### src/rtl/cu_pkg.sv
// cu_pkg: Mini SRC opcodes, ctrl strobe bit map, FSM states and instruction classes
package cu_pkg;

    localparam int CTRL_W = 30;
    localparam int OPC_W  = 5;

    localparam logic [OPC_W-1:0] OP_LD   = 5'b00000, OP_LDI  = 5'b00001, OP_ST   = 5'b00010,
                                 OP_ADD  = 5'b00011, OP_SUB  = 5'b00100, OP_SHR  = 5'b00101,
                                 OP_SHRA = 5'b00110, OP_SHL  = 5'b00111, OP_ROR  = 5'b01000,
                                 OP_ROL  = 5'b01001, OP_AND  = 5'b01010, OP_OR   = 5'b01011,
                                 OP_ADDI = 5'b01100, OP_ANDI = 5'b01101, OP_ORI  = 5'b01110,
                                 OP_MUL  = 5'b01111, OP_DIV  = 5'b10000, OP_NEG  = 5'b10001,
                                 OP_NOT  = 5'b10010, OP_BR   = 5'b10011, OP_JR   = 5'b10100,
                                 OP_JAL  = 5'b10101, OP_IN   = 5'b10110, OP_OUT  = 5'b10111,
                                 OP_MFHI = 5'b11000, OP_MFLO = 5'b11001, OP_NOP  = 5'b11010,
                                 OP_HALT = 5'b11011;

    localparam logic [OPC_W-1:0] ALU_ADD = OP_ADD;

    localparam int CTRL_PCOUT = 0, CTRL_ZHIGHOUT = 1, CTRL_ZLOWOUT = 2, CTRL_MDROUT = 3,
                   CTRL_HIOUT = 4, CTRL_LOOUT = 5, CTRL_INPORTOUT = 6, CTRL_COUT = 7,
                   CTRL_BAOUT = 8, CTRL_GRA = 9, CTRL_GRB = 10, CTRL_GRC = 11, CTRL_RIN = 12,
                   CTRL_ROUT = 13, CTRL_MARIN = 14, CTRL_MDRIN = 15, CTRL_IRIN = 16,
                   CTRL_PCIN = 17, CTRL_YIN = 18, CTRL_ZIN = 19, CTRL_HIIN = 20, CTRL_LOIN = 21,
                   CTRL_CONIN = 22, CTRL_OUTPORTIN = 23, CTRL_INPORTIN = 24, CTRL_INCPC = 25,
                   CTRL_READ = 26, CTRL_RAM_READ = 27, CTRL_RAM_WRITE = 28, CTRL_ILLEGAL = 29;

    typedef logic [CTRL_W-1:0] ctrl_t;

    localparam ctrl_t C_PCOUT     = ctrl_t'(1) << CTRL_PCOUT;
    localparam ctrl_t C_ZHIGHOUT  = ctrl_t'(1) << CTRL_ZHIGHOUT;
    localparam ctrl_t C_ZLOWOUT   = ctrl_t'(1) << CTRL_ZLOWOUT;
    localparam ctrl_t C_MDROUT    = ctrl_t'(1) << CTRL_MDROUT;
    localparam ctrl_t C_HIOUT     = ctrl_t'(1) << CTRL_HIOUT;
    localparam ctrl_t C_LOOUT     = ctrl_t'(1) << CTRL_LOOUT;
    localparam ctrl_t C_INPORTOUT = ctrl_t'(1) << CTRL_INPORTOUT;
    localparam ctrl_t C_COUT      = ctrl_t'(1) << CTRL_COUT;
    localparam ctrl_t C_BAOUT     = ctrl_t'(1) << CTRL_BAOUT;
    localparam ctrl_t C_GRA       = ctrl_t'(1) << CTRL_GRA;
    localparam ctrl_t C_GRB       = ctrl_t'(1) << CTRL_GRB;
    localparam ctrl_t C_GRC       = ctrl_t'(1) << CTRL_GRC;
    localparam ctrl_t C_RIN       = ctrl_t'(1) << CTRL_RIN;
    localparam ctrl_t C_ROUT      = ctrl_t'(1) << CTRL_ROUT;
    localparam ctrl_t C_MARIN     = ctrl_t'(1) << CTRL_MARIN;
    localparam ctrl_t C_MDRIN     = ctrl_t'(1) << CTRL_MDRIN;
    localparam ctrl_t C_IRIN      = ctrl_t'(1) << CTRL_IRIN;
    localparam ctrl_t C_PCIN      = ctrl_t'(1) << CTRL_PCIN;
    localparam ctrl_t C_YIN       = ctrl_t'(1) << CTRL_YIN;
    localparam ctrl_t C_ZIN       = ctrl_t'(1) << CTRL_ZIN;
    localparam ctrl_t C_HIIN      = ctrl_t'(1) << CTRL_HIIN;
    localparam ctrl_t C_LOIN      = ctrl_t'(1) << CTRL_LOIN;
    localparam ctrl_t C_CONIN     = ctrl_t'(1) << CTRL_CONIN;
    localparam ctrl_t C_OUTPORTIN = ctrl_t'(1) << CTRL_OUTPORTIN;
    localparam ctrl_t C_INPORTIN  = ctrl_t'(1) << CTRL_INPORTIN;
    localparam ctrl_t C_INCPC     = ctrl_t'(1) << CTRL_INCPC;
    localparam ctrl_t C_READ      = ctrl_t'(1) << CTRL_READ;
    localparam ctrl_t C_RAM_READ  = ctrl_t'(1) << CTRL_RAM_READ;
    localparam ctrl_t C_RAM_WRITE = ctrl_t'(1) << CTRL_RAM_WRITE;
    localparam ctrl_t C_ILLEGAL   = ctrl_t'(1) << CTRL_ILLEGAL;

    typedef enum logic [3:0] {
        ST_T0, ST_T1, ST_T2, ST_T3, ST_T4, ST_T5, ST_T6, ST_T7, ST_HALT
    } state_t;

    typedef enum logic [4:0] {
        CL_ALU3, CL_ALUI, CL_LDI, CL_LD, CL_ST, CL_MULDIV, CL_NEGNOT, CL_BR, CL_JR,
        CL_JAL, CL_IN, CL_OUT, CL_MFHI, CL_MFLO, CL_NOP, CL_HALT, CL_ILL
    } cls_t;

endpackage

### src/rtl/cu_class_decode.sv
// cu_class_decode: opcode to execute class and the T-step on which that class finishes
import cu_pkg::*;

module cu_class_decode (
    input  logic [OPC_W-1:0] opc,
    output cls_t             cls,
    output logic [2:0]       last
);

    // group opcodes that share an identical execute sequence
    always_comb begin
        cls = CL_ILL;
        case (opc)
            OP_LD:   cls = CL_LD;
            OP_LDI:  cls = CL_LDI;
            OP_ST:   cls = CL_ST;
            OP_ADD, OP_SUB, OP_SHR, OP_SHRA, OP_SHL, OP_ROR, OP_ROL, OP_AND, OP_OR:
                     cls = CL_ALU3;
            OP_ADDI, OP_ANDI, OP_ORI:
                     cls = CL_ALUI;
            OP_MUL, OP_DIV: cls = CL_MULDIV;
            OP_NEG, OP_NOT: cls = CL_NEGNOT;
            OP_BR:   cls = CL_BR;
            OP_JR:   cls = CL_JR;
            OP_JAL:  cls = CL_JAL;
            OP_IN:   cls = CL_IN;
            OP_OUT:  cls = CL_OUT;
            OP_MFHI: cls = CL_MFHI;
            OP_MFLO: cls = CL_MFLO;
            OP_NOP:  cls = CL_NOP;
            OP_HALT: cls = CL_HALT;
            default: cls = CL_ILL;
        endcase
    end

    // final execute step per class; every class ends at or before T7
    always_comb begin
        case (cls)
            CL_LD, CL_ST:                 last = 3'd7;
            CL_MULDIV, CL_BR:             last = 3'd6;
            CL_ALU3, CL_ALUI, CL_LDI:     last = 3'd5;
            CL_NEGNOT, CL_JAL:            last = 3'd4;
            default:                      last = 3'd3;
        endcase
    end

endmodule

### src/rtl/control_unit.sv
// control_unit: hardwired Mini SRC sequencer (fetch T0-T2, class execute T3-T7, HALT); CU_STEP_EN adds single-step
import cu_pkg::*;

module control_unit (
    input  logic              clk,
    input  logic              clr,
    input  logic [31:0]       ir,
    input  logic              con_flag,
    input  logic              stop,
`ifdef CU_STEP_EN
    input  logic              step,
`endif
    output logic [CTRL_W-1:0] ctrl,
    output logic [OPC_W-1:0]  alu_op,
    output logic              run
);

    state_t     state, state_n;
    cls_t       cls;
    logic [2:0] last;
    ctrl_t      ctrl_n;
    logic       single, step_go, exec, fetch, hold;
    logic       unused_ir;

    cu_class_decode u_dec (
        .opc  (ir[31:27]),
        .cls  (cls),
        .last (last)
    );

`ifdef CU_STEP_EN
    assign step_go = step;
    // single is set by a step pulse in HALT and cleared once that instruction drops back to HALT
    always_ff @(posedge clk) begin
        if (!clr) single <= 1'b0;
        else if (state == ST_HALT && step) single <= 1'b1;
        else if (state_n == ST_HALT) single <= 1'b0;
    end
`else
    assign step_go = 1'b0;
    assign single  = 1'b0;
`endif

    assign unused_ir = ^ir[26:0];
    assign fetch     = state inside {ST_T0, ST_T1, ST_T2};
    assign exec      = state inside {ST_T3, ST_T4, ST_T5, ST_T6, ST_T7};
    assign hold      = stop && !single;

    // step register; clr abandons any instruction and restarts at T0
    always_ff @(posedge clk) begin
        if (!clr) state <= ST_T0;
        else state <= state_n;
    end

    // sequencing: stop only checked at T0, class end returns to T0 or HALT
    always_comb begin
        state_n = state;
        case (state)
            ST_HALT: state_n = step_go ? ST_T0 : ST_HALT;
            ST_T0:   state_n = hold ? ST_HALT : ST_T1;
            default: state_n = (exec && state[2:0] == last)
                               ? ((cls == CL_HALT || single) ? ST_HALT : ST_T0)
                               : state_t'(state + 4'd1);
        endcase
    end

    // strobe decode from (state, class); a halting T0 issues nothing so the PC is not advanced
    always_comb begin
        ctrl_n = '0;
        case (state)
            ST_T0: ctrl_n = hold ? '0 : (C_PCOUT | C_MARIN | C_INCPC | C_ZIN);
            ST_T1: ctrl_n = C_ZLOWOUT | C_PCIN | C_READ | C_RAM_READ | C_MDRIN;
            ST_T2: ctrl_n = C_MDROUT | C_IRIN;
            ST_T3: case (cls)
                CL_ALU3, CL_ALUI:     ctrl_n = C_GRB | C_ROUT | C_YIN;
                CL_LD, CL_LDI, CL_ST: ctrl_n = C_GRB | C_ROUT | C_BAOUT | C_YIN;
                CL_MULDIV:            ctrl_n = C_GRA | C_ROUT | C_YIN;
                CL_NEGNOT:            ctrl_n = C_GRB | C_ROUT | C_ZIN;
                CL_BR:                ctrl_n = C_GRA | C_ROUT | C_CONIN;
                CL_JR:                ctrl_n = C_GRA | C_ROUT | C_PCIN;
                CL_JAL:               ctrl_n = C_PCOUT | C_GRB | C_RIN;
                CL_IN:                ctrl_n = C_INPORTOUT | C_GRA | C_RIN;
                CL_OUT:               ctrl_n = C_GRA | C_ROUT | C_OUTPORTIN;
                CL_MFHI:              ctrl_n = C_HIOUT | C_GRA | C_RIN;
                CL_MFLO:              ctrl_n = C_LOOUT | C_GRA | C_RIN;
                CL_ILL:               ctrl_n = C_ILLEGAL;
                default:              ctrl_n = '0;
            endcase
            ST_T4: case (cls)
                CL_ALU3:                       ctrl_n = C_GRC | C_ROUT | C_ZIN;
                CL_ALUI, CL_LD, CL_LDI, CL_ST: ctrl_n = C_COUT | C_ZIN;
                CL_MULDIV:                     ctrl_n = C_GRB | C_ROUT | C_ZIN;
                CL_NEGNOT:                     ctrl_n = C_ZLOWOUT | C_GRA | C_RIN;
                CL_BR:                         ctrl_n = C_PCOUT | C_YIN;
                CL_JAL:                        ctrl_n = C_GRA | C_ROUT | C_PCIN;
                default:                       ctrl_n = '0;
            endcase
            ST_T5: case (cls)
                CL_ALU3, CL_ALUI, CL_LDI: ctrl_n = C_ZLOWOUT | C_GRA | C_RIN;
                CL_LD, CL_ST:             ctrl_n = C_ZLOWOUT | C_MARIN;
                CL_MULDIV:                ctrl_n = C_ZLOWOUT | C_LOIN;
                CL_BR:                    ctrl_n = C_COUT | C_ZIN;
                default:                  ctrl_n = '0;
            endcase
            ST_T6: case (cls)
                CL_LD:     ctrl_n = C_READ | C_RAM_READ | C_MDRIN;
                CL_ST:     ctrl_n = C_GRA | C_ROUT | C_MDRIN;
                CL_MULDIV: ctrl_n = C_ZHIGHOUT | C_HIIN;
                CL_BR:     ctrl_n = con_flag ? (C_ZLOWOUT | C_PCIN) : C_ZLOWOUT;
                default:   ctrl_n = '0;
            endcase
            ST_T7: case (cls)
                CL_LD:   ctrl_n = C_MDROUT | C_GRA | C_RIN;
                CL_ST:   ctrl_n = C_RAM_WRITE;
                default: ctrl_n = '0;
            endcase
            default: ctrl_n = '0;
        endcase
    end

    assign ctrl   = clr ? ctrl_n : '0;
    assign run    = clr && state != ST_HALT;
    assign alu_op = !run ? '0
                  : (fetch || cls inside {CL_LD, CL_LDI, CL_ST, CL_BR}) ? ALU_ADD : ir[31:27];

endmodule
### config.mk
export PLATFORM = sky130hd
export DESIGN_NAME = control_unit
export DESIGN_NICKNAME = d
export VERILOG_FILES = /design/src/rtl/cu_pkg.sv /design/src/rtl/cu_class_decode.sv /design/src/rtl/control_unit.sv
export SDC_FILE = /design/constraint.sdc
export NUM_CORES = 1
export LEC_CHECK = 0
export ABC_AREA = 1
export CAP_MARGIN = 30
export CORE_MARGIN = 1
export CORE_UTILIZATION = 35
export DETAILED_ROUTE_END_ITERATION = 7
export HOLD_SLACK_MARGIN = 0.08
export MAX_ROUTING_LAYER = met4
export PLACE_DENSITY = 0.66
export SETUP_SLACK_MARGIN = 0.2
export SLEW_MARGIN = 20
export SYNTH_ARGS = -nofsm -noshare
export SYNTH_HDL_FRONTEND = slang
export SYNTH_SLANG_ARGS = --single-unit
### constraint.sdc
create_clock -name clk -period 4 [get_ports clk]
set_clock_uncertainty 0.2 [all_clocks]
set_input_delay 0.8 -clock clk [delete_from_list [all_inputs] [get_ports clk]]
set_output_delay 0.8 -clock clk [all_outputs]
set_load 0.02 [all_outputs]
-- After elaboration in Yosys (flattened, before gate mapping)
Memory sizes are Yosys's and may differ from the RTL's.
Index checks and enable logic that the tools add are counted.
- bits in registers: 4
- bits of input ports: 36
- memories: 4
- output and inout port bits: 36
- bits in read-only memories: 864
- logic and storage cells: 48
- reductions and logical operators: 10
- add/subtract/negate cells: 1
- mux-type cells: 15
- equality and inequality tests: 17
- memories (name ; depth ; width ; rd ports ; clocked after memory_dff ; wr ports ; RTL line ; source):
    (no name shown) ; 32 ; 15 ; 1 ; 0 ; 0 ; control_unit.sv:74 ; ST_T3: case (cls)
    (no name shown) ; 16 ; 11 ; 1 ; 0 ; 0 ; control_unit.sv:89 ; ST_T4: case (cls)
    (no name shown) ; 32 ; 5 ; 1 ; 0 ; 0 ; cu_class_decode.sv:13 ; case (opc)
    (no name shown) ; 16 ; 3 ; 1 ; 0 ; 0 ; cu_class_decode.sv:38 ; case (cls)
- operators by type and width (cell ; count):
    $pmux W30 S8 ; 1
    $pmux W28 S4 ; 1
    $pmux W22 S4 ; 1
    $mux W30 ; 2
    $pmux W29 S2 ; 1
    $mux W26 ; 1
    $mux W18 ; 1
    $eq A4 B3 Y1 const B ; 4
    $eq A5 B3 Y1 const B ; 3
    $mux W4 ; 3
    $eq A5 B2 Y1 const B ; 2
    $mux W5 ; 2
    $eq A4 B2 Y1 const B ; 2
    $pmux W4 S2 ; 1
    $eq A5 B1 Y1 const B ; 1
    $eq A5 B4 Y1 const B ; 1
    $logic_not A5 Y1 ; 1
    $reduce_bool A5 Y1 ; 1
    $add A4 B1 Y4 const B ; 1
    $eq A4 B1 Y1 const B ; 1
    $eq A4 B4 Y1 const B ; 1
    $logic_not A4 Y1 ; 1
    $ne A4 B4 Y1 const B ; 1
    $reduce_bool A4 Y1 ; 1
    other kinds (7) ; 8

-- Longest topological paths before layout
An unclocked memory read counts as a cell.
- depth in word-level cells: 7
- gate-level depth with buffers: 20
- mapped depth without buffers: 20

-- By module
A second synthesis with hierarchy kept.
- cell total of the unflattened synthesis: 265
- area, all modules: 1470.2 um^2
- by module, submodules not included (module ; sequential area each (um^2) ; instances ; area each (um^2) ; cells an instance):
    control_unit ; 80.1 ; 1 ; 1149.9 ; 204
    cu_class_decode ; 0.0 ; 1 ; 320.3 ; 61

-- Worst setup path before layout
OpenSTA, ideal clock, no wires.
- kind: input-to-output
- start: input ir[28]
- end: output ctrl[27]
- stages: 15
- arrival: 2.762 ns
- path buffers: 1
- path slack: 0.238 ns
- cell sequence: inv_1 ha_1 inv_1 nand3_1 nand3_1 nand2_1 inv_1 ha_1 inv_1 nor2_2 inv_2 nor2_2 nand2_1 a21oi_1 buf_4
- longest elaborated chain between the ends: 5
- elaborated cells on any way between the ends: 8
- classes of those cells: eq/ne: 4; mux: 3; memory: 1
- ends and longest elaborated chain (what ; RTL line ; source):
    start: declaration ; control_unit.sv:7 ; input logic [31:0] ir,
    $mem_v2 Z32 W5 * ; n/a ;
    $eq A5 B3 Y1 / $eq A5 B2 Y1 (equally long branches) ; control_unit.sv:105 ; ST_T6: case (cls)
    $pmux W28 S4 * ; control_unit.sv:105 ;
    $pmux W30 S8 * ; control_unit.sv:70 ; case (state)
    $mux W30 * ; control_unit.sv:121 ; assign ctrl = clr ? ctrl_n : '0;
    end: declaration ; control_unit.sv:13 ; output logic [CTRL_W-1:0] ctrl,
Every way passes the cells marked *; elsewhere a longest branch is shown, timed or not.

-- Final worst setup path
- start: input ir[28]
- end: output alu_op[0]
- longest elaborated chain between the ends: 6
- elaborated cells on any way between the ends: 9
- classes of those cells: eq/ne: 4; mux: 2; reduce/logical: 2; memory: 1
- ends and longest elaborated chain (what ; RTL line ; source):
    $mem_v2 Z32 W5 * ; n/a ;
    $eq A5 B2 Y1 / $eq A5 B3 Y1 (equally long branches) ; control_unit.sv:124 ; : (fetch || cls inside {CL_LD, CL_LDI, CL_ST, CL_BR}) ? ALU_ADD : ir[31:27];
    $reduce_bool A4 Y1 * ; control_unit.sv:124 ;
    $logic_or A1 B1 Y1 * ; control_unit.sv:124 ;
    $mux W5 * ; control_unit.sv:124 ;
    $mux W5 * ; control_unit.sv:123 ; assign alu_op = !run ? '0
    end: declaration ; control_unit.sv:14 ; output logic [OPC_W-1:0] alu_op,
Marks and branches as above.

==> metrics.md <==
| Metric | Value |
|---|---|
| Status | `finished clean` |
| CTS Sinks | `4` |
| CP Class | `in -> out` |
| PD cells | `183 nW/um^2` |
| H-tree depth | `1` |
| ANT nets after route | `0` |
| Synth Area in Adders | `12.9%` |
| Max Fclk | `269 MHz` |
| Synth Area in Compound Gates | `about an eighth` |
| Vias in the first global route | `~1,700` |
| GR Util met1 | `a little under a third` |
| Worst-margin pin slew | `approximately 1000 ps` |
| Filler Cells Inserted | `slightly below 400` |
| Crit-path cells | `buf_6 -> inv_2 -> ha_1 -> inv_1 -> nand3_1 -> nand3_2 -> nand2_2 -> inv_2 -> ha_4 -> inv_2 -> nor2_4 -> inv_2 -> nor2_4 -> a31oi_1 -> nand4_1 -> buf_6 -> o21ai_1 -> inv_1 -> buf_4` |
| Met2 Resource Use GR | `35.9%` |
| Multi-input gate area | `approximately 1400 sq um` |
| RR Endpoint | `state[3]` |
| Post-layout util | `between 60% and 70%` |
| Hold Crit Depth | `2` |
| Unrepaired setup endpoints after global routing | `true` |
| Most Frequent Cell on Critical Path | `inv_2` |
| Slowest cell on crit path | `ha_1` |
| Min cycle time layout | `~3700 ps` |
| Largest registers | `state (4)` |
| Type of origin of the critical path | `primary input` |
| R2r setup slk | `1940 ps` |
| CTS Buf Count | `3` |
| WL/cell | `between 10 and 15 um` |
| Worst hold-check path type | `reg -> reg` |
| DRT Wirelength | `5170 um` |
| ANT cells | `0` |
| Crit Path Max Fanout | `4` |
| Worst-path clk slew | `about 30 ps` |
| Largest net degree at the start of global routing | `13` |
| Slew HR | `roughly a third` |
| Deepest clock path buffer count | `2` |
| Number of flops mapped to enable cells by yosys | `0` |
| Post-Syn Area | `approximately 1600 sq um` |
| Count of cell types in the netlist | `39` |
| Post-route setup TNS | `0 ps` |
| VDD IR max | `~0.00024 V` |
| Drt first-iter violations | `between 100 and 150` |
| Seq cells post-synth | `4` |
| Biggest register | `state` |
| Core region area | `between 4000 and 5000 sq um` |
| Hold Path End | `state[2]` |
| Max-cap violations | `0` |
| DIE WIDTH | `a little under 70 um` |
| Busiest grt layer | `met2` |
| Leakage | `around 1.3 nW` |
| Placed Cells | `around 390` |
| Combinational family with the most area after synthesis | `simple AND/OR/NAND/NOR gates` |
| Initial antenna violation count | `0` |
| I/O Pins | `72` |
| Slowest stage delay, CP | `between 200 and 300 ps` |
| Clk Latency, worst-skew pair | `approximately 210 ps` |
| Cell Count, Final, Fillers Out | `about 400` |
| CTS tree | `yes` |
| Synth warnings | `0` |
| Post-synthesis mux area share | `0%` |
| CP top delay family | `buffers and inverters` |
| Most common cell after layout, fill and taps aside | `buf_4` |
| CP Data Required Time | `around 3000 ps` |
| Max-slew violations | `0` |
| Most frequent cells in the layout | `buf_4, nand2_1, inv_1` |
| DRC | `0` |
| CP Buf/Inv Count | `9` |
| Main flop type after synthesis | `dfxtp_1` |
| PortBufs | `43` |
| Synth Area in XOR/XNOR | `under 10%` |
| Cells after synthesis | `~250` |
| Die area | `4700 sq um` |
| Vias per inst | `approximately 5` |
| Row count | `23` |
| Layout area overhead | `64.4%` |
| First-pass GRT wire length | `7700 um` |
| Synth Area in Simple Gates | `about half` |
| Pwr Total | `467 uW` |
| HPWL Detailed | `around 4000 um` |
| GR Util All Layers | `22.0%` |
| Fraction of registers with async set or reset after synthesis | `0%` |
| Global placement routability congestion | `about 0.92` |
| Register area share after synthesis | `between 5 and 6%` |
| Root Buffer | `clkbuf_8` |
| Crit path from | `ir[28]` |
| Global route overflow | `0` |
| Worst hold slack | `approximately 480 ps` |
| Worst Hold Launch | `state[2]` |
| Die Y | `~69 um` |
| Reg-to-reg startpoint | `state[0]` |
| Detailed-route via count | `approximately 2,000` |
| Initial Util | `around 38%` |
| Final Setup Violations | `0` |
| Storage cell area | `80.1 sq um` |
| R2r worst-path depth | `11` |
| Detailed-router iteration count before antenna repair | `4` |
| Final worst path period share | `93.0%` |
| Syn Nets | `between 300 and 400` |
| Final #Nets | `402` |
| Layout cells sized above 1 | `roughly 50%` |
| Crit. End Element | `primary output` |
| Final hold viol count | `0` |
| Max FFs per register | `4` |
| Grt met3 use | `roughly 1.8%` |
| WP data arrival | `about 2700 ps` |
| Avg Inst Size Synth | `between 6 and 7 sq um` |
[cells by family (layout without fill, tap and decap cells)]
| logic type | count (synthesis) | in the layout |
|---|---|---|
| and+or+nand+nor | 139 | 139 |
| xor gates and xnor gates | 2 | 2 |
| AOI/OAI and AO/OA | 30 | 30 |
| adders and majority gates | 16 | 16 |
| buffers and inverters | 57 | 156 |
| other | 1 | 1 |
| DFF | 4 | 4 |
[how the worst max path moves through the flow]
stage	endpoint	slack, ps	cells past startpoint
floorplan	ctrl[27]	240	15
global placement	ctrl[9]	-670	20
detailed placement	ctrl[9]	-700	20
CTS	alu_op[3]	200	13
global route	run	170	8
finish	alu_op[0]	280	19
[metal layers]
layer / wire length, um / part of all wire, % / vias up
met5: 0 / 0 / -
met1: 2470 / 48 / 923
li1: - / - / 1006
met4: 38 / 0.73 / 0
met3: 205 / 4.0 / 2
met2: 2460 / 48 / 56
[cell type report]
class                      count  share of cell area [%]
clock buffer                   3                    1.62
inverter                      50                    7.45
timing repair buffer         103                    31.7
tap                           50                    2.45
multi-input combinational    188                    53.6
sequential                     4                    3.14
[worst reg2reg max path, cell delays in order, from the launching register on]
cell       delay (ps)
dfxtp_1           350
inv_1             140
ha_1              190
nand3_1           260
o2111ai_1         290
nand3_2           140
nor2_4            110
nand2_2            70
nand2_1            60
nand3_1            60
nand2_1            60
inv_1              30
[per-stage QoR]
| stage | area (sq um) | setup slack (ps) |
|---|---|---|
| final | 2550 | 279 |
| after global routing | 2550 | 168 |
| after CTS | 2450 | 203 |
| after detailed placement | 2380 | -702 |
| after floorplan | 1550 | 238 |
| after global placement | 2380 | -669 |
[synthesized netlist by cell type (all sizes together), types with 2 or more instances]
master,number,area share [%]
a21oi,12,4.4
a31oi,6,2.4
buf,6,3.4
dfxtp,4,5.2
ha,16,13
inv,50,12
nand2,53,19
nand3,27,12
nand4,6,2.4
nor2,38,13
nor3,11,4.9
nor4,3,1.2
o2111ai,2,1.1
o21ai,6,2.4
[repair_timing]
item	in CTS	in global routing
setup buffers	7	1
pin swaps	13	13
hold buffers	0	0
resized for setup	136	38
setup endpoints to repair	32	28
[report_power, final]
part / leakage (nW) / switching [mW] / internal (mW) / total (mW)
clock: 0.0216 / 0.0188 / 0.0640 / 0.0828
combinational: 1.22 / 0.191 / 0.145 / 0.337
sequential: 0.0328 / 0.00427 / 0.0436 / 0.0479
total: 1.27 / 0.215 / 0.253 / 0.467
Note: power is estimated with default switching activity, not from simulation.
